[src/rtl/grf_wb_arbiter.sv]
// GRF write-port arbiter: W-stage writes always win, source-B results wait in a squashing FIFO.
// Issue at edge N drives wr_* for one cycle after N; source B is held off by b_ready when the FIFO is full.
module grf_wb_arbiter #(
  parameter int DEPTH = 4,
  parameter int CNT_W = 3
) (
  input  logic             clk,
  input  logic             reset,
  input  logic             w_valid,
  input  logic [4:0]       w_addr,
  input  logic [31:0]      w_data,
  input  logic [31:0]      w_pc,
  input  logic             b_valid,
  output logic             b_ready,
  input  logic [4:0]       b_addr,
  input  logic [31:0]      b_data,
  input  logic [31:0]      b_pc,
  output logic             wr_en,
  output logic [4:0]       wr_addr,
  output logic [31:0]      wr_data,
  output logic [31:0]      wr_pc,
  input  logic [4:0]       rs_addr,
  input  logic [4:0]       rt_addr,
  output logic             rs_busy,
  output logic             rt_busy,
  output logic [CNT_W-1:0] count
);
  localparam int PTR_W = $clog2(DEPTH);

  typedef struct packed {
    logic        vld;
    logic        sq;
    logic [4:0]  addr;
    logic [31:0] data;
    logic [31:0] pc;
  } ent_t;

  ent_t             ent_q [DEPTH];
  ent_t             ent_d [DEPTH];
  logic [PTR_W-1:0] wr_ptr_q, wr_ptr_d;
  logic [PTR_W-1:0] rd_ptr_q, rd_ptr_d;
  logic [CNT_W-1:0] cnt_q, cnt_d;
  logic             wr_en_q, wr_en_d;
  logic [4:0]       wr_addr_q, wr_addr_d;
  logic [31:0]      wr_data_q, wr_data_d;
  logic [31:0]      wr_pc_q, wr_pc_d;
  logic             fifo_room, w_iss, b_enq, pop;
  logic             rs_hit, rt_hit;

  assign fifo_room = (cnt_q < CNT_W'(DEPTH));
  assign b_ready   = reset & fifo_room;
  assign w_iss     = w_valid & (w_addr != 5'd0);
  assign b_enq     = b_valid & fifo_room & (b_addr != 5'd0);
  assign pop       = ~w_iss & (cnt_q != '0);

  always_comb begin
    ent_d     = ent_q;
    wr_ptr_d  = wr_ptr_q;
    rd_ptr_d  = rd_ptr_q;
    cnt_d     = cnt_q;
    wr_en_d   = 1'b0;
    wr_addr_d = wr_addr_q;
    wr_data_d = wr_data_q;
    wr_pc_d   = wr_pc_q;

    if (w_iss) begin
      wr_en_d   = 1'b1;
      wr_addr_d = w_addr;
      wr_data_d = w_data;
      wr_pc_d   = w_pc;
      // W is younger than anything already queued, so older writes to its register are dead
      for (int i = 0; i < DEPTH; i++) begin
        if (ent_q[i].vld && (ent_q[i].addr == w_addr)) begin
          ent_d[i].sq = 1'b1;
        end
      end
    end else if (pop) begin
      wr_en_d = ~ent_q[rd_ptr_q].sq;
      if (!ent_q[rd_ptr_q].sq) begin
        wr_addr_d = ent_q[rd_ptr_q].addr;
        wr_data_d = ent_q[rd_ptr_q].data;
        wr_pc_d   = ent_q[rd_ptr_q].pc;
      end
      ent_d[rd_ptr_q] = '0;
      rd_ptr_d        = rd_ptr_q + PTR_W'(1);
    end

    // written after the squash loop so a same-cycle enqueue stays live
    if (b_enq) begin
      ent_d[wr_ptr_q] = '{vld: 1'b1, sq: 1'b0, addr: b_addr, data: b_data, pc: b_pc};
      wr_ptr_d        = wr_ptr_q + PTR_W'(1);
    end

    case ({b_enq, pop})
      2'b10:   cnt_d = cnt_q + CNT_W'(1);
      2'b01:   cnt_d = cnt_q - CNT_W'(1);
      default: cnt_d = cnt_q;
    endcase
  end

  always_comb begin
    rs_hit = 1'b0;
    rt_hit = 1'b0;
    for (int i = 0; i < DEPTH; i++) begin
      if (ent_q[i].vld && !ent_q[i].sq) begin
        if (ent_q[i].addr == rs_addr) rs_hit = 1'b1;
        if (ent_q[i].addr == rt_addr) rt_hit = 1'b1;
      end
    end
  end

  assign rs_busy = (rs_addr != 5'd0) & (rs_hit | (wr_en_q & (wr_addr_q == rs_addr)));
  assign rt_busy = (rt_addr != 5'd0) & (rt_hit | (wr_en_q & (wr_addr_q == rt_addr)));

  always_ff @(posedge clk or negedge reset) begin
    if (!reset) begin
      for (int i = 0; i < DEPTH; i++) begin
        ent_q[i] <= '0;
      end
      wr_ptr_q  <= '0;
      rd_ptr_q  <= '0;
      cnt_q     <= '0;
      wr_en_q   <= 1'b0;
      wr_addr_q <= '0;
      wr_data_q <= '0;
      wr_pc_q   <= '0;
    end else begin
      for (int i = 0; i < DEPTH; i++) begin
        ent_q[i] <= ent_d[i];
      end
      wr_ptr_q  <= wr_ptr_d;
      rd_ptr_q  <= rd_ptr_d;
      cnt_q     <= cnt_d;
      wr_en_q   <= wr_en_d;
      wr_addr_q <= wr_addr_d;
      wr_data_q <= wr_data_d;
      wr_pc_q   <= wr_pc_d;
    end
  end

  assign wr_en   = wr_en_q;
  assign wr_addr = wr_addr_q;
  assign wr_data = wr_data_q;
  assign wr_pc   = wr_pc_q;
  assign count   = cnt_q;

endmodule

[config.mk]
export PLATFORM = sky130hd
export DESIGN_NAME = grf_wb_arbiter
export DESIGN_NICKNAME = d
export VERILOG_FILES = /design/src/rtl/grf_wb_arbiter.sv
export SDC_FILE = /design/constraint.sdc
export NUM_CORES = 1
export LEC_CHECK = 0
export ABC_AREA = 1
export CORE_MARGIN = 5
export CORE_UTILIZATION = 45
export CTS_BUF_LIST = sky130_fd_sc_hd__clkbuf_4 sky130_fd_sc_hd__clkbuf_8
export DETAILED_ROUTE_END_ITERATION = 7
export PLACE_DENSITY = 0.77
export RECOVER_POWER = 25
export SETUP_SLACK_MARGIN = 0.3
export SLEW_MARGIN = 20
export SYNTH_ARGS = -nofsm -noshare
export SYNTH_HDL_FRONTEND = slang
export SYNTH_SLANG_ARGS = --single-unit
[constraint.sdc]
create_clock -name clk -period 2.7 [get_ports clk]
set_input_delay 0.54 -clock clk [delete_from_list [all_inputs] [get_ports clk]]
set_output_delay 0.54 -clock clk [all_outputs]
set_load 0.01 [all_outputs]
==> reports/metrics.yaml <==
status:
  status: "finished with violations"
  violations: "max-slew violations"
yosys:
  yosysWarnings: 0
  synth_area_leader_cell: "dfrtp_1"
  syn_area_mm2: 0.0179
  syn_avg_cell_area_um2: 8.56
  ys_types: 33
  synth_seq_cells: 361
  syn-num-nets: 2250
  ys_seq_area_frac: 0.505
  postSynthCellCount: 2088
  yosys.area.top_type_share: 0.505
  synth_area_leaders: "dfrtp_1 51%, nand3_1 6.3%, o21ai_0 6.0%"
global_routing:
  gr-usage-met2: 0.391
  use_met1: 0.314
  grt_usage: 0.238
  antenna_found_initial: 2
  grt_overflow: 0
  grt_max_degree: 165
  grt_pass1_wl_um: 85400
  gr-usage-met3: 0.0465
  grt-busiest-layer: "met2"
  grt_pass1_vias: 15900
cts:
  cts_max_level: 2
  cts_buffers: 57
  clk_pin_slew_worst_paths_ps: 60
  clk_latency_ps: 640
  clk_path_buf_depth: 3
  cts_tree: "built"
  clock-sinks: 361
  cts_root_buffer: "clkbuf_8"
critical_path:
  path_cells: "clkdlybuf4s50_1 -> buf_4 -> nand2_1 -> nand2_1 -> nor2_1 -> nand3_1 -> nand3_2 -> nor2_1 -> nor2_1 -> buf_2"
  crit_required_ps: 2160
  crit_top_cell: "nor2_1"
  worst-path-max-fanout: 4
  slowest_stage: "clkdlybuf4s50_1"
  cp_top_family: "buffers and inverters"
  worst-path-buf-inv: 3
  arrival_ps: 1980
  endpoint_kind: "output port"
  crit_type: "in2out"
  cpPeakStageDelay_ps: 480
  critPathLaunchType: "primary input"
  r2r_slack_ps: 630
floorplan:
  io_pins: 228
  die_h_um: 209
  die_area_mm2: 0.0438
  coreArea_mm2: 0.0395
  die_x_um: 209
  core.rowCount: 73
  start_util: 0.452
place:
  place_area_mm2: 0.0209
  dp_hpwl_um: 33600
  io_buffers: 227
  globalplace.congestion: 0.949
  dp_cells: 2767
power:
  intPower_mw: 15.8
  seqPwrFrac: 0.354
  p_leak_nw: 10.4
  switching_share: 0.398
  clockPowerShare: 0.189
  p_sw_mw: 10.5
  ir_worst_vdd_v: 0.000642
  power_density_mw_per_mm2: 1180
  combPwrFrac: 0.457
route:
  ant_nets: 0
  vias_per_cell: 5.45
  drt-total-wl_um: 53200
  route.vias.total: 15800
  wl_per_cell_um: 18.4
  drtIter0Drc: 1355
  drc: 0
  firstDrtPassIters: 5
flow_run:
  drv_cap: 0
sta:
  finalCritPeriodShare: 0.932
  skew_ps: 23.5
  fin_tns_setup_ps: 0
  hold_viol_final: 0
  fin_crit_ps: 2520
  relSlewSlack: -0.00714
  tightest_slew_ps: 1510
  rsz0062_at_grt: "true"
  drv_slew: 43
  setup_violations: 0
  max_freq_mhz: 398
  whs_ps: 490
cells_and_area:
  drive_above_1_share: 0.142
  n_fill_cell: 3479
  layout_common_cells: "351 x dfrtp_1, 267 x nand2_1, 237 x inv_1, 223 x clkdlybuf4s50_1, 222 x nand3_1"
  seqCellArea_mm2: 0.00905
  final_nets: 2483
  stdcell_area_mm2: 0.0224
  fin_cells: 2893
  final_common_cell: "dfrtp_1"
  post-route-util: 0.566
  syn_to_final_growth_pct: 25.1
  multi_input_area_mm2: 0.00713
hold_path:
  min_path_type: "in2async"
==> power by group through the flow <==
stage | registers (mW) | logic (mW) | clock network (mW)
detailed placement | 9.41 | 11.7 | 0
CTS | 9.32 | 12.0 | 5.09
floorplan | 9.30 | 7.45 | 0
finish | 9.33 | 12.0 | 4.96
global route | 9.63 | 13.3 | 5.33
global placement | 9.31 | 11.4 | 0
==> layout make-up <==
type,instances,area share
Antenna cell,1,0.000112
Clock buffer,92,0.0499
Clock inverter,13,0.00526
Inverter,258,0.0438
Multi-Input combinational cell,1319,0.319
Sequential cell,361,0.404
Tap cell,525,0.0294
Timing Repair Buffer,324,0.148
==> layer usage <==
layer,part of all wire,vias up,wire length (um)
li1,-,7500,-
met1,0.42,7568,22400
met2,0.48,588,25600
met3,0.070,120,3700
met4,0.028,4,1490
met5,0.00056,-,30
==> worst register-to-register path, stage by stage, from the launching register on <==
cell and delay (ps):
dfrtp_1 390, inv_1 90, nand3_1 90, buf_4 170
nand2_1 90, inv_1 100, ha_1 140, inv_1 60
fa_1 370, a21oi_1 140, o21ai_0 120, xor2_1 160
==> what timing repair did <==
item,CTS,global route
setup buffers,12,7
endpoints found under the setup margin,2,2
gates resized for setup,34,14
pin swaps,9,10
hold endpoints to repair,6,0
hold buffers,1,0
gates cloned,0,0
==> synthesized netlist by cell type <==
library cell	count
ha_1	9
xor2_1	12
xnor2_1	1
o21ai_1	13
nand3_2	1
o22ai_2	20
nand2_4	1
buf_1	12
or2_1	33
o21ai_0	213
o211ai_2	1
buf_8	2
buf_6	21
inv_1	249
or2_0	17
nor3_1	3
nand2_1	269
or2_2	14
nor2_1	125
clkbuf_2	1
o211ai_1	66
buf_4	17
dfrtp_1	361
fa_1	1
nand2_2	8
o22ai_1	137
clkbuf_1	51
inv_2	9
buf_2	46
nand3_1	225
a21oi_2	47
nand4_1	2
a21oi_1	101
==> state kept, by name, summed over array words and instances, names as in the netlist <==
signal    cells
wr_addr       5
count         3
wr_data      32
rd_ptr_q      2
wr_ptr_q      2
ent_q       284
wr_en         1
wr_pc        32
==> logic make-up after synthesis <==
logic type,count (synthesis),synth area share
adders and majority gates,10,0.00742
and+or+nand+nor,698,0.174
xor gates and xnor gates,13,0.00637
AOI/OAI and AO/OA,598,0.205
DFF,361,0.505
buffers and inverters,408,0.103
==> worst paths after layout <==
kind / startpoint / endpoint / cells past startpoint
max: rs_addr[3] / rs_busy / 10
min: reset / ent_q[176]$_DFF_PN0_ / 2
max reg2reg: count[0]$_DFFE_PN0P_ / count[2]$_DFFE_PN0P_ / 11
min reg2reg: ent_q[44]$_DFF_PN0_ / ent_q[44]$_DFF_PN0_ / 2
max in group asynchronous: reset / ent_q[160]$_DFF_PN0_ / 2
min in group clk: ent_q[44]$_DFF_PN0_ / ent_q[44]$_DFF_PN0_ / 2
==> through the flow <==
step	total power [mW]	worst slack, ps
2_1_floorplan	16.8	315
3_3_place_gp	20.7	-276
3_5_place_dp	21.1	-250
4_1_cts	26.4	137
5_1_grt	28.2	88.1
6_report	26.3	184
Note: power is estimated with default switching activity, not from simulation.
